### src/rtl/execute_stage_pkg.sv
// rtl/execute_stage_pkg.sv - shared enums and constants for the RV32i execute stage
package execute_stage_pkg;

  typedef enum logic [3:0] {
    ALU_ADD   = 4'b0000,
    ALU_SUB   = 4'b0001,
    ALU_AND   = 4'b0010,
    ALU_OR    = 4'b0011,
    ALU_XOR   = 4'b0100,
    ALU_SLL   = 4'b0101,
    ALU_SRL   = 4'b0110,
    ALU_SRA   = 4'b0111,
    ALU_SLT   = 4'b1000,
    ALU_SLTU  = 4'b1001,
    ALU_PASSB = 4'b1010
  } alu_op_e;

  typedef enum logic [2:0] {
    BR_EQ  = 3'b000,
    BR_NE  = 3'b001,
    BR_LT  = 3'b100,
    BR_GE  = 3'b101,
    BR_LTU = 3'b110,
    BR_GEU = 3'b111
  } br_cond_e;

  typedef enum logic [1:0] {
    RES_ALU = 2'b00,
    RES_MEM = 2'b01,
    RES_PC4 = 2'b10
  } result_src_e;

  typedef enum logic [1:0] {
    FWD_REG = 2'b00,
    FWD_WB  = 2'b01,
    FWD_MEM = 2'b10
  } fwd_sel_e;

  localparam logic [31:0] FLUSH_PC = 32'h2A2A_2A2A;

endpackage

### src/rtl/execute_stage_if.sv
// rtl/execute_stage_if.sv - ID/EX, hazard and EX/MEM bundle for execute_stage; EXEC_PERF_CNT_EN adds counter outputs
interface execute_stage_if;
  logic        REG_W_En_E, MEM_W_En_E, Jump_En_E, Branch_En_E;
  logic [2:0]  MEM_Control_E;
  logic [3:0]  ALU_Control_E;
  logic        Branch_Src_Sel_E, ALU_SrcA_Sel_E, ALU_SrcB_Sel_E;
  logic [1:0]  Result_Src_Sel_E;
  logic [4:0]  RD_E;
  logic [31:0] REG_R_Data1_E, REG_R_Data2_E, Imm_Ext_E, PC_E, PC_Plus_4_E;
  logic [1:0]  Fwd_A_Sel_E, Fwd_B_Sel_E;
  logic [31:0] Result_W;
  logic        Flush_M;
  logic        PC_Src_E;
  logic [31:0] PC_Target_E;
  logic        REG_W_En_M, MEM_W_En_M;
  logic [2:0]  MEM_Control_M;
  logic [1:0]  Result_Src_Sel_M;
  logic [4:0]  RD_M;
  logic [31:0] ALU_Result_M, MEM_W_Data_M, PC_Plus_4_M;
`ifdef EXEC_PERF_CNT_EN
  logic [31:0] Branch_Cnt, Taken_Cnt;
`endif

  modport master (
    output REG_W_En_E, MEM_W_En_E, Jump_En_E, Branch_En_E, MEM_Control_E, ALU_Control_E,
           Branch_Src_Sel_E, ALU_SrcA_Sel_E, ALU_SrcB_Sel_E, Result_Src_Sel_E, RD_E,
           REG_R_Data1_E, REG_R_Data2_E, Imm_Ext_E, PC_E, PC_Plus_4_E,
           Fwd_A_Sel_E, Fwd_B_Sel_E, Result_W, Flush_M,
    input  PC_Src_E, PC_Target_E, REG_W_En_M, MEM_W_En_M, MEM_Control_M, Result_Src_Sel_M,
           RD_M, ALU_Result_M, MEM_W_Data_M, PC_Plus_4_M
`ifdef EXEC_PERF_CNT_EN
    , input Branch_Cnt, Taken_Cnt
`endif
  );

  modport slave (
    input  REG_W_En_E, MEM_W_En_E, Jump_En_E, Branch_En_E, MEM_Control_E, ALU_Control_E,
           Branch_Src_Sel_E, ALU_SrcA_Sel_E, ALU_SrcB_Sel_E, Result_Src_Sel_E, RD_E,
           REG_R_Data1_E, REG_R_Data2_E, Imm_Ext_E, PC_E, PC_Plus_4_E,
           Fwd_A_Sel_E, Fwd_B_Sel_E, Result_W, Flush_M,
    output PC_Src_E, PC_Target_E, REG_W_En_M, MEM_W_En_M, MEM_Control_M, Result_Src_Sel_M,
           RD_M, ALU_Result_M, MEM_W_Data_M, PC_Plus_4_M
`ifdef EXEC_PERF_CNT_EN
    , output Branch_Cnt, Taken_Cnt
`endif
  );
endinterface

### src/rtl/execute_stage_alu.sv
// rtl/execute_stage_alu.sv - combinational RV32i ALU
module execute_stage_alu (
  input  logic [3:0]  i_alu_control,
  input  logic [31:0] i_src_a,
  input  logic [31:0] i_src_b,
  output logic [31:0] o_result
);
  import execute_stage_pkg::*;

  logic [4:0] w_shamt;
  assign w_shamt = i_src_b[4:0];

  // Select the result for the requested op; unknown encodings give zero
  always_comb begin
    o_result = '0;
    case (alu_op_e'(i_alu_control))
      ALU_ADD:   o_result = i_src_a + i_src_b;
      ALU_SUB:   o_result = i_src_a - i_src_b;
      ALU_AND:   o_result = i_src_a & i_src_b;
      ALU_OR:    o_result = i_src_a | i_src_b;
      ALU_XOR:   o_result = i_src_a ^ i_src_b;
      ALU_SLL:   o_result = i_src_a << w_shamt;
      ALU_SRL:   o_result = i_src_a >> w_shamt;
      ALU_SRA:   o_result = $unsigned($signed(i_src_a) >>> w_shamt);
      ALU_SLT:   o_result = {31'b0, $signed(i_src_a) < $signed(i_src_b)};
      ALU_SLTU:  o_result = {31'b0, i_src_a < i_src_b};
      ALU_PASSB: o_result = i_src_b;
      default:   o_result = '0;
    endcase
  end
endmodule

### src/rtl/execute_stage.sv
// rtl/execute_stage.sv - RV32i execute stage: forwarding, ALU, branch resolve, EX/MEM register; EXEC_PERF_CNT_EN adds branch counters
module execute_stage #(
  parameter int          XLEN     = 32,
  parameter logic [31:0] FLUSH_PC = execute_stage_pkg::FLUSH_PC
) (
  input  logic            CLK,
  input  logic            RST,
  execute_stage_if.slave  ex_if
);
  import execute_stage_pkg::*;

  logic [XLEN-1:0] w_fwd_a, w_fwd_b, w_src_a, w_src_b, w_alu_result;
  logic [XLEN-1:0] w_target_base, w_target_sum;
  logic            w_eq, w_lt, w_ltu, w_cond, w_pc_src;

  logic            r_reg_w_en_m, r_mem_w_en_m;
  logic [2:0]      r_mem_control_m;
  logic [1:0]      r_result_src_sel_m;
  logic [4:0]      r_rd_m;
  logic [XLEN-1:0] r_alu_result_m, r_mem_w_data_m, r_pc_plus_4_m;

  // Operand forwarding from writeback or from this stage's own EX/MEM result
  always_comb begin
    w_fwd_a = ex_if.REG_R_Data1_E;
    w_fwd_b = ex_if.REG_R_Data2_E;
    case (fwd_sel_e'(ex_if.Fwd_A_Sel_E))
      FWD_WB:  w_fwd_a = ex_if.Result_W;
      FWD_MEM: w_fwd_a = r_alu_result_m;
      default: w_fwd_a = ex_if.REG_R_Data1_E;
    endcase
    case (fwd_sel_e'(ex_if.Fwd_B_Sel_E))
      FWD_WB:  w_fwd_b = ex_if.Result_W;
      FWD_MEM: w_fwd_b = r_alu_result_m;
      default: w_fwd_b = ex_if.REG_R_Data2_E;
    endcase
  end

  assign w_src_a = ex_if.ALU_SrcA_Sel_E ? ex_if.PC_E : w_fwd_a;
  assign w_src_b = ex_if.ALU_SrcB_Sel_E ? ex_if.Imm_Ext_E : w_fwd_b;

  execute_stage_alu u_alu (
    .i_alu_control (ex_if.ALU_Control_E),
    .i_src_a       (w_src_a),
    .i_src_b       (w_src_b),
    .o_result      (w_alu_result)
  );

  // Branch compare always uses the forwarded registers, never the immediate
  assign w_eq  = (w_fwd_a == w_fwd_b);
  assign w_lt  = ($signed(w_fwd_a) < $signed(w_fwd_b));
  assign w_ltu = (w_fwd_a < w_fwd_b);

  // Decode funct3 into the taken condition; 010/011 never take
  always_comb begin
    w_cond = 1'b0;
    case (br_cond_e'(ex_if.MEM_Control_E))
      BR_EQ:   w_cond = w_eq;
      BR_NE:   w_cond = ~w_eq;
      BR_LT:   w_cond = w_lt;
      BR_GE:   w_cond = ~w_lt;
      BR_LTU:  w_cond = w_ltu;
      BR_GEU:  w_cond = ~w_ltu;
      default: w_cond = 1'b0;
    endcase
  end

  assign w_pc_src      = ex_if.Jump_En_E | (ex_if.Branch_En_E & w_cond);
  assign w_target_base = ex_if.Branch_Src_Sel_E ? w_fwd_a : ex_if.PC_E;
  assign w_target_sum  = w_target_base + ex_if.Imm_Ext_E;

  assign ex_if.PC_Src_E    = w_pc_src;
  assign ex_if.PC_Target_E = ex_if.Branch_Src_Sel_E ? {w_target_sum[XLEN-1:1], 1'b0} : w_target_sum;

  // EX/MEM register: reset clears, flush kills side effects and tags PC+4, otherwise load
  always_ff @(posedge CLK) begin
    if (RST) begin
      r_reg_w_en_m       <= 1'b0;
      r_mem_w_en_m       <= 1'b0;
      r_mem_control_m    <= '0;
      r_result_src_sel_m <= '0;
      r_rd_m             <= '0;
      r_alu_result_m     <= '0;
      r_mem_w_data_m     <= '0;
      r_pc_plus_4_m      <= '0;
    end else if (ex_if.Flush_M) begin
      r_reg_w_en_m  <= 1'b0;
      r_mem_w_en_m  <= 1'b0;
      r_pc_plus_4_m <= FLUSH_PC;
    end else begin
      r_reg_w_en_m       <= ex_if.REG_W_En_E;
      r_mem_w_en_m       <= ex_if.MEM_W_En_E;
      r_mem_control_m    <= ex_if.MEM_Control_E;
      r_result_src_sel_m <= ex_if.Result_Src_Sel_E;
      r_rd_m             <= ex_if.RD_E;
      r_alu_result_m     <= w_alu_result;
      r_mem_w_data_m     <= w_fwd_b;
      r_pc_plus_4_m      <= ex_if.PC_Plus_4_E;
    end
  end

  assign ex_if.REG_W_En_M       = r_reg_w_en_m;
  assign ex_if.MEM_W_En_M       = r_mem_w_en_m;
  assign ex_if.MEM_Control_M    = r_mem_control_m;
  assign ex_if.Result_Src_Sel_M = r_result_src_sel_m;
  assign ex_if.RD_M             = r_rd_m;
  assign ex_if.ALU_Result_M     = r_alu_result_m;
  assign ex_if.MEM_W_Data_M     = r_mem_w_data_m;
  assign ex_if.PC_Plus_4_M      = r_pc_plus_4_m;

`ifdef EXEC_PERF_CNT_EN
  logic [31:0] r_branch_cnt, r_taken_cnt;

  // Branch and redirect counters, frozen while the EX/MEM register is flushed
  always_ff @(posedge CLK) begin
    if (RST) begin
      r_branch_cnt <= '0;
      r_taken_cnt  <= '0;
    end else if (!ex_if.Flush_M) begin
      if (ex_if.Branch_En_E) r_branch_cnt <= r_branch_cnt + 32'd1;
      if (w_pc_src)          r_taken_cnt  <= r_taken_cnt + 32'd1;
    end
  end

  assign ex_if.Branch_Cnt = r_branch_cnt;
  assign ex_if.Taken_Cnt  = r_taken_cnt;
`endif
endmodule

### src/flat_wrapper.sv
// flat-port wrapper written by rule: the top's interface ports become plain ports
module execute_stage_flat import execute_stage_pkg::*;
#(
  parameter int          XLEN     = 32,
  parameter logic [31:0] FLUSH_PC = execute_stage_pkg::FLUSH_PC
)
  (CLK, RST, ex_if_REG_W_En_E, ex_if_MEM_W_En_E, ex_if_Jump_En_E, ex_if_Branch_En_E, ex_if_MEM_Control_E, ex_if_ALU_Control_E, ex_if_Branch_Src_Sel_E, ex_if_ALU_SrcA_Sel_E, ex_if_ALU_SrcB_Sel_E, ex_if_Result_Src_Sel_E, ex_if_RD_E, ex_if_REG_R_Data1_E, ex_if_REG_R_Data2_E, ex_if_Imm_Ext_E, ex_if_PC_E, ex_if_PC_Plus_4_E, ex_if_Fwd_A_Sel_E, ex_if_Fwd_B_Sel_E, ex_if_Result_W, ex_if_Flush_M, ex_if_PC_Src_E, ex_if_PC_Target_E, ex_if_REG_W_En_M, ex_if_MEM_W_En_M, ex_if_MEM_Control_M, ex_if_Result_Src_Sel_M, ex_if_RD_M, ex_if_ALU_Result_M, ex_if_MEM_W_Data_M, ex_if_PC_Plus_4_M);
  execute_stage_if ex_if_i ();
  input  logic CLK;
  input  logic RST;
  input wire logic [$bits(ex_if_i.REG_W_En_E)-1:0] ex_if_REG_W_En_E;
  input wire logic [$bits(ex_if_i.MEM_W_En_E)-1:0] ex_if_MEM_W_En_E;
  input wire logic [$bits(ex_if_i.Jump_En_E)-1:0] ex_if_Jump_En_E;
  input wire logic [$bits(ex_if_i.Branch_En_E)-1:0] ex_if_Branch_En_E;
  input wire logic [$bits(ex_if_i.MEM_Control_E)-1:0] ex_if_MEM_Control_E;
  input wire logic [$bits(ex_if_i.ALU_Control_E)-1:0] ex_if_ALU_Control_E;
  input wire logic [$bits(ex_if_i.Branch_Src_Sel_E)-1:0] ex_if_Branch_Src_Sel_E;
  input wire logic [$bits(ex_if_i.ALU_SrcA_Sel_E)-1:0] ex_if_ALU_SrcA_Sel_E;
  input wire logic [$bits(ex_if_i.ALU_SrcB_Sel_E)-1:0] ex_if_ALU_SrcB_Sel_E;
  input wire logic [$bits(ex_if_i.Result_Src_Sel_E)-1:0] ex_if_Result_Src_Sel_E;
  input wire logic [$bits(ex_if_i.RD_E)-1:0] ex_if_RD_E;
  input wire logic [$bits(ex_if_i.REG_R_Data1_E)-1:0] ex_if_REG_R_Data1_E;
  input wire logic [$bits(ex_if_i.REG_R_Data2_E)-1:0] ex_if_REG_R_Data2_E;
  input wire logic [$bits(ex_if_i.Imm_Ext_E)-1:0] ex_if_Imm_Ext_E;
  input wire logic [$bits(ex_if_i.PC_E)-1:0] ex_if_PC_E;
  input wire logic [$bits(ex_if_i.PC_Plus_4_E)-1:0] ex_if_PC_Plus_4_E;
  input wire logic [$bits(ex_if_i.Fwd_A_Sel_E)-1:0] ex_if_Fwd_A_Sel_E;
  input wire logic [$bits(ex_if_i.Fwd_B_Sel_E)-1:0] ex_if_Fwd_B_Sel_E;
  input wire logic [$bits(ex_if_i.Result_W)-1:0] ex_if_Result_W;
  input wire logic [$bits(ex_if_i.Flush_M)-1:0] ex_if_Flush_M;
  output wire logic [$bits(ex_if_i.PC_Src_E)-1:0] ex_if_PC_Src_E;
  output wire logic [$bits(ex_if_i.PC_Target_E)-1:0] ex_if_PC_Target_E;
  output wire logic [$bits(ex_if_i.REG_W_En_M)-1:0] ex_if_REG_W_En_M;
  output wire logic [$bits(ex_if_i.MEM_W_En_M)-1:0] ex_if_MEM_W_En_M;
  output wire logic [$bits(ex_if_i.MEM_Control_M)-1:0] ex_if_MEM_Control_M;
  output wire logic [$bits(ex_if_i.Result_Src_Sel_M)-1:0] ex_if_Result_Src_Sel_M;
  output wire logic [$bits(ex_if_i.RD_M)-1:0] ex_if_RD_M;
  output wire logic [$bits(ex_if_i.ALU_Result_M)-1:0] ex_if_ALU_Result_M;
  output wire logic [$bits(ex_if_i.MEM_W_Data_M)-1:0] ex_if_MEM_W_Data_M;
  output wire logic [$bits(ex_if_i.PC_Plus_4_M)-1:0] ex_if_PC_Plus_4_M;
  assign ex_if_i.REG_W_En_E = ex_if_REG_W_En_E;
  assign ex_if_i.MEM_W_En_E = ex_if_MEM_W_En_E;
  assign ex_if_i.Jump_En_E = ex_if_Jump_En_E;
  assign ex_if_i.Branch_En_E = ex_if_Branch_En_E;
  assign ex_if_i.MEM_Control_E = ex_if_MEM_Control_E;
  assign ex_if_i.ALU_Control_E = ex_if_ALU_Control_E;
  assign ex_if_i.Branch_Src_Sel_E = ex_if_Branch_Src_Sel_E;
  assign ex_if_i.ALU_SrcA_Sel_E = ex_if_ALU_SrcA_Sel_E;
  assign ex_if_i.ALU_SrcB_Sel_E = ex_if_ALU_SrcB_Sel_E;
  assign ex_if_i.Result_Src_Sel_E = ex_if_Result_Src_Sel_E;
  assign ex_if_i.RD_E = ex_if_RD_E;
  assign ex_if_i.REG_R_Data1_E = ex_if_REG_R_Data1_E;
  assign ex_if_i.REG_R_Data2_E = ex_if_REG_R_Data2_E;
  assign ex_if_i.Imm_Ext_E = ex_if_Imm_Ext_E;
  assign ex_if_i.PC_E = ex_if_PC_E;
  assign ex_if_i.PC_Plus_4_E = ex_if_PC_Plus_4_E;
  assign ex_if_i.Fwd_A_Sel_E = ex_if_Fwd_A_Sel_E;
  assign ex_if_i.Fwd_B_Sel_E = ex_if_Fwd_B_Sel_E;
  assign ex_if_i.Result_W = ex_if_Result_W;
  assign ex_if_i.Flush_M = ex_if_Flush_M;
  assign ex_if_PC_Src_E = ex_if_i.PC_Src_E;
  assign ex_if_PC_Target_E = ex_if_i.PC_Target_E;
  assign ex_if_REG_W_En_M = ex_if_i.REG_W_En_M;
  assign ex_if_MEM_W_En_M = ex_if_i.MEM_W_En_M;
  assign ex_if_MEM_Control_M = ex_if_i.MEM_Control_M;
  assign ex_if_Result_Src_Sel_M = ex_if_i.Result_Src_Sel_M;
  assign ex_if_RD_M = ex_if_i.RD_M;
  assign ex_if_ALU_Result_M = ex_if_i.ALU_Result_M;
  assign ex_if_MEM_W_Data_M = ex_if_i.MEM_W_Data_M;
  assign ex_if_PC_Plus_4_M = ex_if_i.PC_Plus_4_M;
  execute_stage #(.XLEN(XLEN), .FLUSH_PC(FLUSH_PC)) u_core (.CLK(CLK), .RST(RST), .ex_if(ex_if_i));
endmodule
### config.mk
export PLATFORM = sky130hd
export DESIGN_NAME = execute_stage_flat
export DESIGN_NICKNAME = d
export VERILOG_FILES = /design/src/rtl/execute_stage_pkg.sv /design/src/rtl/execute_stage_if.sv /design/src/rtl/execute_stage_alu.sv /design/src/rtl/execute_stage.sv /design/src/flat_wrapper.sv
export SDC_FILE = /design/constraint.sdc
export NUM_CORES = 1
export LEC_CHECK = 0
export CAP_MARGIN = 10
export CORE_MARGIN = 3
export CORE_UTILIZATION = 26
export CTS_CLUSTER_DIAMETER = 60
export DETAILED_ROUTE_END_ITERATION = 8
export PLACE_DENSITY = 0.49
export SLEW_MARGIN = 15
export SYNTH_ARGS = -nofsm -noshare
export SYNTH_HDL_FRONTEND = slang
export SYNTH_SLANG_ARGS = --single-unit
### constraint.sdc
create_clock -name CLK -period 6.1 [get_ports CLK]
set_clock_uncertainty 0.2 [all_clocks]
set_input_delay 0.61 -clock CLK [delete_from_list [all_inputs] [get_ports CLK]]
set_output_delay 0.61 -clock CLK [all_outputs]
set_load 0.02 [all_outputs]
=== Yosys cells after proc, flatten, opt, wreduce, memory -nomap -nowiden ===
Cells that the tools add are included.

* Input port bits: 220
* Bits in registers: 108
* Output and inout bits: 141
* Word-level logic and storage cells: 59

* Mux-type cells: 9
* Equality and inequality tests: 20
* $add $sub $neg: 3
* Shift-type cells: 3
* Reduce and logical (&&, ||, !) cells: 3
* Bitwise gates (word level): 8
* Order comparisons: 4

{| class="wikitable"
|+ Operators with widths
! cell !! count
|-
| one-hot mux 32 bit (11 select lines) || 1
|-
| < comparator 32 bit || 4
|-
| one-hot mux 32 bit (2 select lines) || 2
|-
| 2-to-1 mux 32 bit || 3
|-
| adder 32 bit || 2
|-
| bitwise AND 32 bit || 1
|-
| equality test 32 bit || 1
|-
| OR 32 bit || 1
|-
| left shift 32 x 5 -> 32 bit || 1
|-
| >> shifter 32 x 5 -> 32 bit || 1
|-
| >>> shifter 32 x 5 -> 32 bit || 1
|-
| subtractor 32 bit || 1
|-
| XOR 32 bit || 1
|-
| 2-to-1 mux 30 bit || 1
|-
| equality test 4 x 3 -> 1 bit (second input constant) || 4
|-
| equality test 3 bit (second input constant) || 4
|-
| equality test 4 bit (second input constant) || 3
|-
| equality test 4 x 2 -> 1 bit (second input constant) || 2
|-
| one-hot mux 1 bit (6 select lines) || 1
|-
| equality test 2 x 1 -> 1 bit (second input constant) || 2
|-
| equality test 2 bit (second input constant) || 2
|-
| equality test 4 x 1 -> 1 bit (second input constant) || 1
|-
| zero test 4 bit || 1
|-
| equality test 3 x 1 -> 1 bit (second input constant) || 1
|-
| other kinds (6) || 8
|}

=== Longest topological paths before layout ===
* Depth after elaboration: 7
* Gate-level depth with buffers: 23
* Mapped depth without buffers: 18

=== Cells and area by module ===
Synthesis repeated with hierarchy kept, for this count alone.

* Cells, all modules: 2393
* Area, all modules: 17016.3 um^2

{| class="wikitable"
|+ Modules (own cells, without submodules)
! module !! times used !! sequential area each (um^2) !! cells an instance !! area each (um^2)
|-
| execute_stage_alu || 1 || 0.0 || 1342 || 8872.3
|-
| execute_stage || 1 || 2162.1 || 1051 || 8144.1
|}

=== Least setup slack after synthesis ===
No wires, ideal clock.

* Path kind: input -> output
* Start: input ex_if_Fwd_A_Sel_E[0]
* End: output ex_if_PC_Target_E[31]
* Path buffers: 2
* Required time: 5290 ps
* Stages on the path: 17
* Slack: 505 ps
* Data arrival time: 4785 ps
* Cell sequence: inv_1 > ha_1 > clkbuf_1 > clkbuf_1 > mux2_2 > mux2_2 > ha_1 > a21oi_1 > o21ai_0 > o311ai_0 > a21oi_1 > a2111o_1 > nand2_1 > o21ai_0 > a221o_1 > a21oi_1 > xnor2_1

* Cells in the longest elaborated chain, start to end: 4
* Elaborated cells between the ends (all ways): 5
* Classes of those cells: add/sub: 1; eq/ne: 2; mux: 2

{| class="wikitable"
|+ Ends and longest elaborated chain
! what !! RTL line !! text
|-
| start, declared || flat_wrapper.sv:27 || <nowiki>input wire logic [$bits(ex_if_i.Fwd_A_Sel_E)-1:0] ex_if_Fwd_A_Sel_E;</nowiki>
|-
| equality test 2 bit or equality test 2 x 1 -> 1 bit (tied branches) || execute_stage.sv:26 || <nowiki>case (fwd_sel_e'(ex_if.Fwd_A_Sel_E))</nowiki>
|-
| one-hot mux 32 bit (2 select lines) * || execute_stage.sv:26 ||
|-
| 2-to-1 mux 32 bit * || execute_stage.sv:68 || <nowiki>assign w_target_base = ex_if.Branch_Src_Sel_E ? w_fwd_a : ex_if.PC_E;</nowiki>
|-
| adder 32 bit * || execute_stage.sv:69 || <nowiki>assign w_target_sum = w_target_base + ex_if.Imm_Ext_E;</nowiki>
|-
| end, declared || flat_wrapper.sv:32 || <nowiki>output wire logic [$bits(ex_if_i.PC_Target_E)-1:0] ex_if_PC_Target_E;</nowiki>
|}

Mark *: on every way between the ends. The rest lies on a longest branch, timed or not.

=== Final worst setup path ===
* Start: input ex_if_Fwd_B_Sel_E[0]
* End: output ex_if_PC_Src_E

* Cells in the longest elaborated chain, start to end: 7
* Elaborated cells between the ends (all ways): 12
* Classes of those cells: order compare: 2; eq/ne: 3; mux: 2; bitwise: 5

{| class="wikitable"
|+ Ends and longest elaborated chain
! what !! RTL line !! text
|-
| start, declared || flat_wrapper.sv:28 || <nowiki>input wire logic [$bits(ex_if_i.Fwd_B_Sel_E)-1:0] ex_if_Fwd_B_Sel_E;</nowiki>
|-
| equality test 2 bit or equality test 2 x 1 -> 1 bit (tied branches) || execute_stage.sv:31 || <nowiki>case (fwd_sel_e'(ex_if.Fwd_B_Sel_E))</nowiki>
|-
| one-hot mux 32 bit (2 select lines) * || execute_stage.sv:31 ||
|-
| < comparator 32 bit, or another cell as far along || execute_stage.sv:51 || <nowiki>assign w_ltu = (w_fwd_a < w_fwd_b);</nowiki>
|-
| inverter 1 bit (on tied branches) || execute_stage.sv:62, execute_stage.sv:58, execute_stage.sv:60 ||
|-
| one-hot mux 1 bit (6 select lines) * || execute_stage.sv:56 || <nowiki>case (br_cond_e'(ex_if.MEM_Control_E))</nowiki>
|-
| bitwise AND 1 bit * || execute_stage.sv:67 || <nowiki>assign w_pc_src = ex_if.Jump_En_E | (ex_if.Branch_En_E & w_cond);</nowiki>
|-
| OR 1 bit * || execute_stage.sv:67 ||
|-
| end, declared || flat_wrapper.sv:31 || <nowiki>output wire logic [$bits(ex_if_i.PC_Src_E)-1:0] ex_if_PC_Src_E;</nowiki>
|}

Marks and branches as above.

==> results_dict.tcl <==
set metrics [dict create \
    wirelength_um 107000 \
    synthFlopType "dfxtp_1" \
    netlist_top_cells_area "dfxtp_1 13%, ha_1 12%, mux2i_1 7.5%" \
    synthDistinctLibCells 84 \
    reg2reg_depth 15 \
    grt.total_usage_pct 29.5 \
    core_sq_um 64700 \
    avgSynthCellArea_sq_um 7.05 \
    p_int_w 0.00260 \
    hold_viol_final 0 \
    pre_cts_ws_ps -425 \
    fin_area_sq_um 24500 \
    cp.required_ps 5290 \
    worst-r2r-setup-slack_ps 1020 \
    cts_tree "done" \
    remaining_drc_errors 0 \
    dr.pass1.iters 6 \
    gp_congestion 1.05 \
    synth-edff-count 0 \
    hold_path_end "u_core.ex_if.MEM_W_Data_M[1]$_SDFFE_PP0N_" \
    slew_headroom_pct 25.8 \
    leakagePower_nw 10.6 \
    cpPeakStageDelay_ps 640 \
    ir_drop_v 0.000139 \
    synth_warnings 0 \
    syn_nets 2808 \
    synth_largest_area_cell "dfxtp_1" \
    ant_nets 0 \
    min_period_ps 6100 \
    clock-sinks 108 \
    worstMarginPinSlew_ps 1110 \
    grt_max_degree 74 \
    layout_setup_ws_ps 4.78 \
    hold_buffers 0 \
    arrival_ps 5290 \
    grt_pass1_vias 21800 \
    fp.dieH_um 262 \
    num_rows 93 \
    synthTopCellsByCount "262 x nor2_1, 219 x a21oi_1, 210 x nand2_1" \
    antenna_found_initial 6 \
    power_density_nw_per_um2 209 \
    route.met3.wl_um 7780 \
    start_kind "input port" \
    dieWidth_um 262 \
    hold_class "reg2reg" \
    clkPwrFrac_pct 13.3 \
    crit_type "in2out" \
    dpl-instance-area_sq_um 24100 \
    maxSlewViolCount 0 \
    min_path_cells 2 \
    final_util_pct 37.9 \
    die_area_sq_um 68700 \
    wire_per_inst_um 27.5 \
    cp_slowest_cell "clkdlybuf4s50_1" \
    hpwl_um 87600 \
    htree_levels 3 \
    synth.top_cell.area_share_pct 12.7 \
    grt-ovfl-total 0 \
    ios 361 \
    max_freq_ghz 0.164 \
    syn_area_sq_um 17100 \
    clkTransAtPathRegs_ps 80 \
    whs_ps 293 \
    status "finished clean" \
    path_cells "clkdlybuf4s50_1 -> inv_1 -> ha_1 -> buf_12 -> a221o_1 -> o21ai_0 -> buf_4 -> ha_1 -> a21o_1 -> a21o_1 -> a21o_1 -> a211oi_1 -> o21bai_1 -> a221oi_2 -> buf_4 -> o2111ai_1 -> nand3_1 -> xnor2_1 -> o21ai_0 -> clkdlybuf4s50_1" \
    path_buf_inv 6 \
    initial_core_util_pct 26.4 \
    path_max_fanout 20 \
    cts_root_buffer "clkbuf_16" \
    path_common_cell "a21o_1" \
    num_vias 22400 \
    drive_gt1_share_pct 17.9 \
    r2r_start "u_core.ex_if.ALU_Result_M[0]$_SDFFE_PP0N_" \
    layout.nets 3409 \
    swShare_pct 49.3 \
    ys_async_sr_fraction_pct 0 \
    highest_layer "met5" \
    grt_pass1_wl_um 149000 \
    cpLargestDelayFamily "compound AO/OA/AOI/OAI gates" \
    io_buffers 360 \
    avgViaCountPerCell 5.76 \
    ys_ff_latch 108 \
    wl_met2_um 49500 \
    cts_buffers 9 \
    syn_inst 2418 \
    p_switching_w 0.00253 \
    finalCritPeriodShare_pct 99.9 \
    clock_path_buffers 2 \
    synth_seq_area_share_pct 12.7 \
    wl_met1_um 43400 \
    synth.most_common_cell "nor2_1" \
    worstSkewPairLatency_ps 410 \
    finalSetupViolations 0 \
    p_comb_share_pct 71.0 \
    maxCapViolations 0 \
    r2r_end "u_core.ex_if.ALU_Result_M[22]$_SDFFE_PP0N_" \
    area_growth_syn_to_layout_pct 43.8 \
    cp-end-kind "output port" \
    rsz0062_at_grt "true" \
    min-delay-start "u_core.ex_if.MEM_W_Data_M[1]$_SDFFE_PP0N_" \
    drtIter0Drc 2493 \
    pwr-share-seq_pct 15.7 \
]
flip-flops by register name (all words and copies together), names as in the netlist:
signal,count
u_core.ex_if.PC_Plus_4_M,32
u_core.ex_if.MEM_W_Data_M,32
u_core.ex_if.MEM_W_En_M,1
u_core.ex_if.ALU_Result_M,32
u_core.ex_if.RD_M,5
u_core.ex_if.MEM_Control_M,3
u_core.ex_if.Result_Src_Sel_M,2
u_core.ex_if.REG_W_En_M,1
placed cells by master, fill, tap and decap left out, types with 10 or more instances in the layout:
cell             netlist  routed
a2111oi_0             12      10
nand2b_1              42      42
o221a_2               12      12
o211ai_1              34      34
nand2_1              210     208
o21bai_1              19      19
o221ai_1              18      18
a21oi_1              219     218
a22o_1                20      20
a21o_1                40      40
nor2b_1               32      32
a221oi_1              51      50
a211oi_1              42      38
o21ai_0              203     195
mux2_2                58      58
inv_1                122     122
xnor2_1               34      34
clkdlybuf4s50_1        0     344
a31oi_1               18      18
dfxtp_1              108     108
nor4_1                15      13
nand3_1               41      40
o21a_1                19      19
nand4_1               19      19
a221o_1               40      40
o22ai_1               11      11
nor2_1               262     261
and2_1                29      29
nor3_1                43      40
mux2i_1              128     128
a22oi_1               37      34
buf_4                 11     401
ha_1                 167     166
through the flow:
stage | power (W) | TNS (ps) | std cells
final | 0.00513 | 0 | 3883
after global routing | 0.00541 | -154 | 3883
after CTS | 0.00508 | -3.97 | 3879
after detailed placement | 0.00438 | -3270 | 3863
after global placement | 0.00437 | -3350 | 3863
after floorplan | 0.00267 | 0 | 2418
what timing repair did:
action	4_1_cts	5_1_grt
endpoints found under the setup margin	13	16
setup buffers	0	0
pin swaps	0	5
resized for setup	23	24
per-layer routing:
metal	up-vias	track usage, %
li1	10200	-
met2	1158	48.8
met1	10800	37.6
met3	225	4.05
met4	2	14.8
met5	-	0
cell type report:
| class | count | area (sq um) |
|---|---|---|
| clock buffer | 9 | 225 |
| fill | 6877 | 40200 |
| inverter | 129 | 497 |
| timing repair buffer | 765 | 6700 |
| antenna | 4 | 10.0 |
| sequential | 108 | 2160 |
| tap | 855 | 1070 |
| multi-input combinational | 2006 | 13800 |
| clock inverter | 7 | 91.3 |
worst max-delay path by stage:
stage	start	depth (start not counted)	endpoint	slack, ps
floorplan	ex_if_Fwd_A_Sel_E[0]	17	ex_if_PC_Target_E[31]	510
global placement	ex_if_Fwd_A_Sel_E[0]	18	ex_if_PC_Target_E[31]	-430
detailed placement	ex_if_Fwd_A_Sel_E[0]	17	ex_if_PC_Target_E[31]	-420
CTS	ex_if_Fwd_A_Sel_E[0]	21	ex_if_PC_Target_E[30]	-4
global route	ex_if_Fwd_B_Sel_E[0]	20	ex_if_PC_Src_E	-150
finish	ex_if_Fwd_B_Sel_E[0]	20	ex_if_PC_Src_E	5
cells by family (layout without fill, tap and decap cells):
| kind of cell | Yosys count | after routing | synth area share [%] |
|---|---|---|---|
| AND/OR/NAND/NOR | 733 | 733 | 19.5 |
| multiplexers | 187 | 187 | 11.4 |
| flip-flops | 108 | 108 | 12.7 |
| other | 0 | 4 | 0 |
| AO/OA/AOI/OAI | 874 | 874 | 34.4 |
| XOR/XNOR | 42 | 42 | 2.16 |
| buffers and inverters | 304 | 910 | 7.26 |
| adder cells (fa/ha/maj) | 170 | 170 | 12.6 |
power groups by stage:
stage | combinational [W] | sequential (W) | clock, W
6_report | 0.00364 | 0.000807 | 0.000681
5_1_grt | 0.00388 | 0.000809 | 0.000721
4_1_cts | 0.00357 | 0.000807 | 0.000704
3_5_place_dp | 0.00355 | 0.000823 | 0
3_3_place_gp | 0.00355 | 0.000823 | 0
2_1_floorplan | 0.00182 | 0.000853 | 0
worst min-delay path: cells and delay by family, from the launching register on:
kind / cells / cell delay [ps]
AND/OR/NAND/NOR: 1 / 70
flip-flops: 1 / 330
AO/OA/AOI/OAI: 1 / 60
(Power assumes the default switching activity.)
